==> src/rtl/div_pkg.sv <==
// Shared types and op encodings for the iterative divider.
package div_pkg;

    typedef enum logic [2:0] {
        S_IDLE,
        S_PREP,
        S_CALC,
        S_FIXUP,
        S_DONE
    } div_state_e;

    localparam int OP_WORD   = 2;
    localparam int OP_SIGNED = 1;
    localparam int OP_REM    = 0;

    localparam logic [2:0] DIV   = 3'b010;
    localparam logic [2:0] DIVU  = 3'b000;
    localparam logic [2:0] REM   = 3'b011;
    localparam logic [2:0] REMU  = 3'b001;
    localparam logic [2:0] DIVW  = 3'b110;
    localparam logic [2:0] DIVUW = 3'b100;
    localparam logic [2:0] REMW  = 3'b111;
    localparam logic [2:0] REMUW = 3'b101;

endpackage

==> src/rtl/div_step.sv <==
// One restoring division step on unsigned operands.
module div_step #(
    parameter int XLEN = 64
) (
    input  logic [XLEN-1:0] rem,
    input  logic [XLEN-1:0] quo,
    input  logic [XLEN-1:0] divisor,
    output logic [XLEN-1:0] rem_next,
    output logic [XLEN-1:0] quo_next
);

    // Extra top bit: the shifted remainder can exceed XLEN bits when divisor > 2^(XLEN-1).
    logic [XLEN:0] shifted;
    logic          ge;

    always_comb begin
        shifted  = {rem, quo[XLEN-1]};
        ge       = (shifted >= {1'b0, divisor});
        quo_next = {quo[XLEN-2:0], ge};
        rem_next = ge ? (shifted[XLEN-1:0] - divisor) : shifted[XLEN-1:0];
    end

endmodule

==> src/rtl/div_iter_unit.sv <==
// Radix-2 iterative divider for RISC-V M divide/remainder ops, with early-out
// for divide-by-zero and signed overflow.
//   state  | meaning
//   IDLE   | waiting for a request, in_ready high
//   PREP   | operand extension, abs values, special-case detection
//   CALC   | one restoring step per cycle
//   FIXUP  | sign correction and quotient/remainder select
//   DONE   | result presented until out_ready
module div_iter_unit
    import div_pkg::*;
#(
    parameter int XLEN  = 64,
    parameter int CNT_W = $clog2(XLEN) + 1
) (
    input  logic            clk,
    input  logic            rst,
    input  logic            flush,
    input  logic            in_valid,
    output logic            in_ready,
    input  logic [2:0]      op,
    input  logic [XLEN-1:0] dividend,
    input  logic [XLEN-1:0] divisor,
    output logic            out_valid,
    input  logic            out_ready,
    output logic [XLEN-1:0] result
);

    function automatic logic [XLEN-1:0] ext32(input logic [31:0] v, input logic sgn);
        return sgn ? XLEN'($signed(v)) : XLEN'(v);
    endfunction

    function automatic logic [XLEN-1:0] fmt(input logic [XLEN-1:0] v, input logic w);
        return w ? ext32(v[31:0], 1'b1) : v;
    endfunction

    div_state_e      state_q, state_d;
    logic [2:0]      op_q, op_d;
    logic [XLEN-1:0] rem_q, rem_d, quo_q, quo_d, dvs_q, dvs_d, result_q, result_d;
    logic            q_neg_q, q_neg_d, r_neg_q, r_neg_d;
    logic            in_ready_q, in_ready_d, out_valid_q, out_valid_d;
    logic [CNT_W-1:0] cnt_q, cnt_d;

    logic [XLEN-1:0] step_rem, step_quo;
    logic            is_word, is_signed, is_rem;
    logic [XLEN-1:0] dvd_eff, dvs_eff, dvd_abs, dvs_abs, min_neg;
    logic [XLEN-1:0] spec_sel, q_fix, r_fix, fix_sel;
    logic            dvd_neg, dvs_neg, div_zero, ovf;

    div_step #(.XLEN(XLEN)) u_step (
        .rem      (rem_q),
        .quo      (quo_q),
        .divisor  (dvs_q),
        .rem_next (step_rem),
        .quo_next (step_quo)
    );

    // During PREP, quo_q/dvs_q still hold the raw operands latched at accept.
    always_comb begin
        is_word   = (XLEN == 64) && op_q[OP_WORD];
        is_signed = op_q[OP_SIGNED];
        is_rem    = op_q[OP_REM];
        dvd_eff   = is_word ? ext32(quo_q[31:0], is_signed) : quo_q;
        dvs_eff   = is_word ? ext32(dvs_q[31:0], is_signed) : dvs_q;
        dvd_neg   = is_signed && dvd_eff[XLEN-1];
        dvs_neg   = is_signed && dvs_eff[XLEN-1];
        dvd_abs   = dvd_neg ? -dvd_eff : dvd_eff;
        dvs_abs   = dvs_neg ? -dvs_eff : dvs_eff;
        min_neg   = is_word ? ext32(32'h8000_0000, 1'b1) : {1'b1, {(XLEN-1){1'b0}}};
        div_zero  = (dvs_eff == '0);
        ovf       = is_signed && (dvd_eff == min_neg) && (dvs_eff == '1);
        spec_sel  = div_zero ? (is_rem ? dvd_eff : '1) : (is_rem ? '0 : dvd_eff);
        q_fix     = q_neg_q ? -quo_q : quo_q;
        r_fix     = r_neg_q ? -rem_q : rem_q;
        fix_sel   = is_rem ? r_fix : q_fix;
    end

    always_comb begin
        state_d     = state_q;
        op_d        = op_q;
        rem_d       = rem_q;
        quo_d       = quo_q;
        dvs_d       = dvs_q;
        result_d    = result_q;
        q_neg_d     = q_neg_q;
        r_neg_d     = r_neg_q;
        in_ready_d  = in_ready_q;
        out_valid_d = out_valid_q;
        cnt_d       = cnt_q;
        if (flush) begin
            state_d     = S_IDLE;
            in_ready_d  = 1'b1;
            out_valid_d = 1'b0;
        end else begin
            case (state_q)
                S_IDLE: begin
                    if (in_valid && in_ready_q) begin
                        state_d    = S_PREP;
                        in_ready_d = 1'b0;
                        op_d       = op;
                        quo_d      = dividend;
                        dvs_d      = divisor;
                    end
                end
                S_PREP: begin
                    q_neg_d = dvd_neg ^ dvs_neg;
                    r_neg_d = dvd_neg;
                    if (div_zero || ovf) begin
                        result_d    = fmt(spec_sel, is_word);
                        out_valid_d = 1'b1;
                        state_d     = S_DONE;
                    end else begin
                        rem_d   = '0;
                        // W ops run 32 steps, so the dividend must start at the top of quo.
                        quo_d   = is_word ? (dvd_abs << 32) : dvd_abs;
                        dvs_d   = dvs_abs;
                        cnt_d   = is_word ? CNT_W'(32) : CNT_W'(XLEN);
                        state_d = S_CALC;
                    end
                end
                S_CALC: begin
                    rem_d = step_rem;
                    quo_d = step_quo;
                    cnt_d = cnt_q - CNT_W'(1);
                    if (cnt_q == CNT_W'(1)) state_d = S_FIXUP;
                end
                S_FIXUP: begin
                    result_d    = fmt(fix_sel, is_word);
                    out_valid_d = 1'b1;
                    state_d     = S_DONE;
                end
                S_DONE: begin
                    if (out_ready) begin
                        state_d     = S_IDLE;
                        out_valid_d = 1'b0;
                        in_ready_d  = 1'b1;
                    end
                end
                default: state_d = S_IDLE;
            endcase
        end
    end

    always_ff @(posedge clk or negedge rst) begin
        if (!rst) begin
            state_q     <= S_IDLE;
            op_q        <= '0;
            rem_q       <= '0;
            quo_q       <= '0;
            dvs_q       <= '0;
            result_q    <= '0;
            q_neg_q     <= 1'b0;
            r_neg_q     <= 1'b0;
            in_ready_q  <= 1'b1;
            out_valid_q <= 1'b0;
            cnt_q       <= '0;
        end else begin
            state_q     <= state_d;
            op_q        <= op_d;
            rem_q       <= rem_d;
            quo_q       <= quo_d;
            dvs_q       <= dvs_d;
            result_q    <= result_d;
            q_neg_q     <= q_neg_d;
            r_neg_q     <= r_neg_d;
            in_ready_q  <= in_ready_d;
            out_valid_q <= out_valid_d;
            cnt_q       <= cnt_d;
        end
    end

    assign in_ready  = in_ready_q;
    assign out_valid = out_valid_q;
    assign result    = result_q;

endmodule

==> config.mk <==
export PLATFORM = sky130hd
export DESIGN_NAME = div_iter_unit
export DESIGN_NICKNAME = d
export VERILOG_FILES = /design/src/rtl/div_pkg.sv /design/src/rtl/div_step.sv /design/src/rtl/div_iter_unit.sv
export SDC_FILE = /design/constraint.sdc
export NUM_CORES = 1
export LEC_CHECK = 0
export CAP_MARGIN = 0
export CELL_PAD_IN_SITES_DETAIL_PLACEMENT = 0
export CELL_PAD_IN_SITES_GLOBAL_PLACEMENT = 1
export CORE_ASPECT_RATIO = 1.5
export CORE_UTILIZATION = 44
export CTS_CLUSTER_DIAMETER = 40
export DETAILED_ROUTE_END_ITERATION = 16
export DONT_BUFFER_PORTS = 1
export GPL_TIMING_DRIVEN = 0
export PLACE_DENSITY = 0.8
export SLEW_MARGIN = 10
export SYNTH_ARGS = -nofsm -noshare
export SYNTH_HDL_FRONTEND = slang
export SYNTH_SLANG_ARGS = --single-unit
==> constraint.sdc <==
create_clock -name clk -period 3.5 [get_ports clk]
set_clock_uncertainty 0.1 [all_clocks]
set_input_delay 0.175 -clock clk [delete_from_list [all_inputs] [get_ports clk]]
set_output_delay 0.175 -clock clk [all_outputs]
set_load 0.01 [all_outputs]
==> results.txt, run 1 <==
Asr flop ratio synth: 100%
Die Y: 296 um
Error: [ERROR GRT-0232] Routing congestion too high. Check the congestion heatmap in the GUI.
Number of flops mapped to enable cells by yosys: 0
# IOs: 202
Syn_area_per_cell: 7.28 um^2
Row count: 107
Die W: 198 um
Yosys Warn Count: 0
TritonCTS Buffers: 45
Outcome: stopped before the end
Num Clock Sinks: 273
DP Worst Slack: -2200 ps
Most used DFF post-synth: dfrtp_1
Initial Util: 44.6%
Worst EP kind: sequential cell input
Cells after Synth: 3488
Failed at: global routing (5_1_grt)
Placer Congestion: 1.07
Global route overflow: 6
Sequential fraction of the synthesis area: 26.9%
Syn_nets: 3695
Input/output buffers: 0
Clk root buf: clkbuf_16
Mapped Area: 0.0254 mm^2
Post-synth cell types: 93
H-tree levels: 2
Yosys reg bits: 273
DP Wirelength: 117000 um
Total GRT Usage: 60.5%
Bufs on Longest Clock Path: 3
Largest net degree at the start of global routing: 274
GR repair worst EP: rem_q[26]$_DFFE_PN0P_/D
==> cells in the mapped netlist (all sizes together), types with 43 or more instances <==
library cell,number,area (um^2)
o21ai,374,1880
nand2,345,1300
a21oi,329,1650
nor2,307,1150
clkbuf,279,1050
dfrtp,272,6810
nor3,128,646
xnor2,122,1070
inv,116,435
nand4,94,588
ha,70,876
o31ai,70,539
nand3,66,330
xor2,65,569
o211ai,63,473
nor4,55,363
or3,46,288
a211oi,43,323
==> repair_timing <==
item                                    in CTS
setup buffers                              153
gates resized for setup                    621
endpoints found under the hold margin      406
hold buffers                               132
cloned                                      12
pin swaps                                  141
endpoints found under the setup margin     266
==> cell families after synthesis <==
logic type	synth area share, %
mux	0.606
simple gates	23.0
compound gates	32.9
flops	26.9
xor+xnor	6.45
buf+inv	6.52
fa+ha+maj	3.57
==> layer usage <==
| metal | GRT overflow | global-route usage, % |
|---|---|---|
| met5 | 0 | 3.45 |
| met4 | 1 | 63.7 |
| met3 | 1 | 30.8 |
| met2 | 4 | 87.9 |
| met1 | 0 | 59.9 |
==> through the flow <==
stage | area (um^2) | instances
2_1_floorplan | 25400 | 3488
3_3_place_gp | 26300 | 4251
3_5_place_dp | 26400 | 4255
4_1_cts | 33000 | 4595
==> inputs of run 2 (changes only) <==
CELL_PAD_IN_SITES_DETAIL_PLACEMENT = not set   (was 0)
CELL_PAD_IN_SITES_GLOBAL_PLACEMENT = not set   (was 1)
CORE_ASPECT_RATIO = not set   (was 1.5)
CORE_UTILIZATION = 30   (was 44)
CTS_CLUSTER_DIAMETER = not set   (was 40)
PLACE_DENSITY = not set   (was 0.8)
PLACE_DENSITY_LB_ADDON = 0.15   (was not set)
clock period = 4.55 ns   (was 3.5 ns; I/O delays follow)
==> run 2 against run 1 <==
The flow now finishes, with violations (hold timing, setup timing). Synthesized cell count is the same. Area after synthesis stayed put.
==> results.txt, run 2 <==
Cell taking the most area after synthesis: dfrtp_1
Startpoint types: flip-flop
Post-synth cell types: 93 (unchanged)
CP arrival: 5050 ps
Syn_nets: 3695 (unchanged)
Clock latency on the worst-skew pair: 610 ps
Reg-to-Reg End: quo_q[63]$_DFFE_PN0P_
Post-DR wirelength/cell: 30.7 um
Most frequent cells in the layout: o21ai_0, nand2_1, a21oi_1
Slowest cell delay on critical path: 950 ps
Clock Power Share: 19.6%
TritonCTS Buffers: 39 (-13%)
Vias in the first global route: 28752
Total GRT Usage: 33.7%
Die Y: 293 um (-1.1%)
Leakage Power: 0.0116 uW
Final min period: 4680 ps
Number of max-cap violations: 0
FF-to-FF Start: quo_q[47]$_DFFE_PN0P_
Non-Filler Instances: 4847
Via count: 30268
Input/output buffers: 0 (unchanged)
Asr flop ratio synth: 100% (unchanged)
# IOs: 202 (unchanged)
Relative slew slack: 9.50%
Routed Antenna Nets: 0
Mapped Area: 0.0254 mm^2 (unchanged)
Share of the synthesized area in the top cell type: 26.8% (unchanged)
First-pass GRT wire length: 211000 um
Final net count: 3885
Period utilization: 103%
Worst setup margin: -126 ps
Syn_area_per_cell: 7.28 um^2 (unchanged)
Area of the die: 0.0858 mm^2
Number of flops mapped to enable cells by yosys: 0 (unchanged)
Clk root buf: clkbuf_16
Drt initial violations: 3447
Global route overflow: 0
Pint: 8530 uW
Final Hold Fails: 273
Max IR drop VDD: 0.322 mV
Outcome: finished with violations
Worst path cell trace: clkbuf_1, nor4_1, nand4_1, nor4_1, o2111a_1, o41ai_4, nand2_2, buf_2, buf_2, a21oi_1, o22ai_1
Row count: 106 (-0.93%)
Worst min-delay path class: input port to asynchronous set/reset pin
Initial antenna violation count: 10
DP Worst Slack: -1680 ps (+522 ps)
Core Footprint: 0.0837 mm^2
Post-route cell area: 0.0302 mm^2
Initial Util: 30.3% (-14 points)
Failing checks: hold timing, setup timing
R2R setup slack: -130 ps
Vias per cell: 6.24
Slew of the pin with the lowest slew margin: 1350 ps
Yosys reg bits: 273 (unchanged)
Remaining routing DRC violations: 0
Peak Freq: 0.214 GHz
Setup violations, final: 2
Slowest-stage cell, CP: nor4_1
Placer Congestion: 1.03 (-4.3%)
Setup Total Neg Slack: -180 ps
Most used DFF post-synth: dfrtp_1
Sw Ratio: 54.4%
Cells after Synth: 3488 (unchanged)
Sequential share of power: 22.5%
Fin. max-slew vios: 0
H-tree levels: 2 (unchanged)
Most numerous cell in the Yosys netlist: o21ai_0
Hold buffers post-CTS: 129 (-2.3%)
Synthesis-to-finish area growth: 19.0%
Bufs on Longest Clock Path: 3 (unchanged)
Detailed Routing Iterations Pass 1: 6
Num Clock Sinks: 273 (unchanged)
Most frequent cells after synthesis: o21ai_0, nand2_1, a21oi_1
Worst hold margin: -764 ps
FF-to-FF path depth: 11
Share of layout cells above drive strength 1: 6.34%
Sequential fraction of the synthesis area: 26.9% (unchanged)
Nature of the critical path endpoint: flip-flop
Synth area leaders: dfrtp_1, o21ai_0, a21oi_1
Largest net degree at the start of global routing: 274
Power density cells: 620 mW/mm^2
Die W: 293 um (+48%)
Comb power frac: 57.9%
Switching pwr: 10200 uW
Placed Area: 0.0269 mm^2 (+1.9%)
Worst-path clk slew: 80 ps
Most common cell after layout, fill and taps aside: o21ai_0
Critical-path maximum fanout: 10
WP data required: 4920 ps
Placed cells: 4629 (+8.8%)
Worst setup path class: flip-flop to flip-flop
CTS tree: yes
Yosys Warn Count: 0 (unchanged)
DP Wirelength: 116000 um (-0.61%)
Final wirelength: 149000 um
[run 2: logic make-up (layout without fill, tap and decap cells)]
group | count (synthesis) | after routing | synth area share [%]
XOR/XNOR | 187 | 187 | 6.45
multiplexers | 15 | 15 | 0.606
AO/OA/AOI/OAI | 1303 | 1303 | 32.9
buffers and inverters | 433 | 653 | 6.52
other | 0 | 5 | 0
adder cells (fa/ha/maj) | 72 | 72 | 3.57
AND/OR/NAND/NOR | 1205 | 1205 | 23.0
flip-flops | 273 | 273 | 26.9
[run 2: final cells by class]
cell class                 instances  area (um^2)
fill                            9057        53500
antenna                            5         12.5
clock inverter                    18          337
multi-input combinational       2782        17300
tap                             1134         1420
buffer                           309         1230
inverter                         121          458
timing repair buffer             152         1480
sequential                       273         6830
clock buffer                      53         1130
[run 2: per-stage QoR]
stage / utilization (%) / power (uW)
6_report: 36.1 / 18700
5_1_grt: 36.1 / 19400
4_1_cts: 35.8 / 18200
3_5_place_dp: 32.2 / 14300
3_3_place_gp: 32.0 / 14300
2_1_floorplan: - / 10100
[run 2: per-layer routing]
layer / vias to the layer above / wire length [um] / GRT usage (%)
li1: 13454 / - / -
met1: 14668 / 60100 / 42.3
met2: 1736 / 66100 / 52.9
met3: 406 / 12700 / 6.86
met4: 4 / 10100 / 20.5
met5: - / 22 / 0
[run 2: worst max-delay path, delay by kind of cell, from the launching register on]
kind                   cells  cell delay (ps)
and+or+nand+nor            4             2100
buffers and inverters      3             1090
AOI/OAI and AO/OA          4              890
DFF                        1              360
[run 2: worst max-delay path by stage]
stage,startpoint,to,cells past startpoint
3_3_place_gp,op_q[2]$_DFFE_PN0P_,result[61]$_DFFE_PN0P_,9
3_5_place_dp,op_q[2]$_DFFE_PN0P_,result[61]$_DFFE_PN0P_,9
6_report,quo_q[47]$_DFFE_PN0P_,quo_q[63]$_DFFE_PN0P_,11
5_1_grt,dvs_q[13]$_DFFE_PN0P_,rem_q[57]$_DFFE_PN0P_,14
4_1_cts,quo_q[1]$_DFFE_PN0P_,result[45]$_DFFE_PN0P_,14
2_1_floorplan,dvs_q[8]$_DFFE_PN0P_,rem_q[23]$_DFFE_PN0P_,14
[run 2: timing repair]
item,CTS,global route
endpoints found under the setup margin,253,213
buffers inserted,5,11
pin swaps,5,8
resized for setup,59,42
hold endpoints to repair,404,273
[run 2: power by group through the flow]
| stage | registers (uW) | logic, uW | clock network [uW] |
|---|---|---|---|
| 2_1_floorplan | 3790 | 6310 | 0 |
| 3_3_place_gp | 4200 | 10100 | 0 |
| 3_5_place_dp | 4210 | 10100 | 0 |
| 4_1_cts | 4170 | 10300 | 3680 |
| 5_1_grt | 4280 | 11400 | 3770 |
| 6_report | 4220 | 10800 | 3660 |
Power figures use the tool's default switching activity.
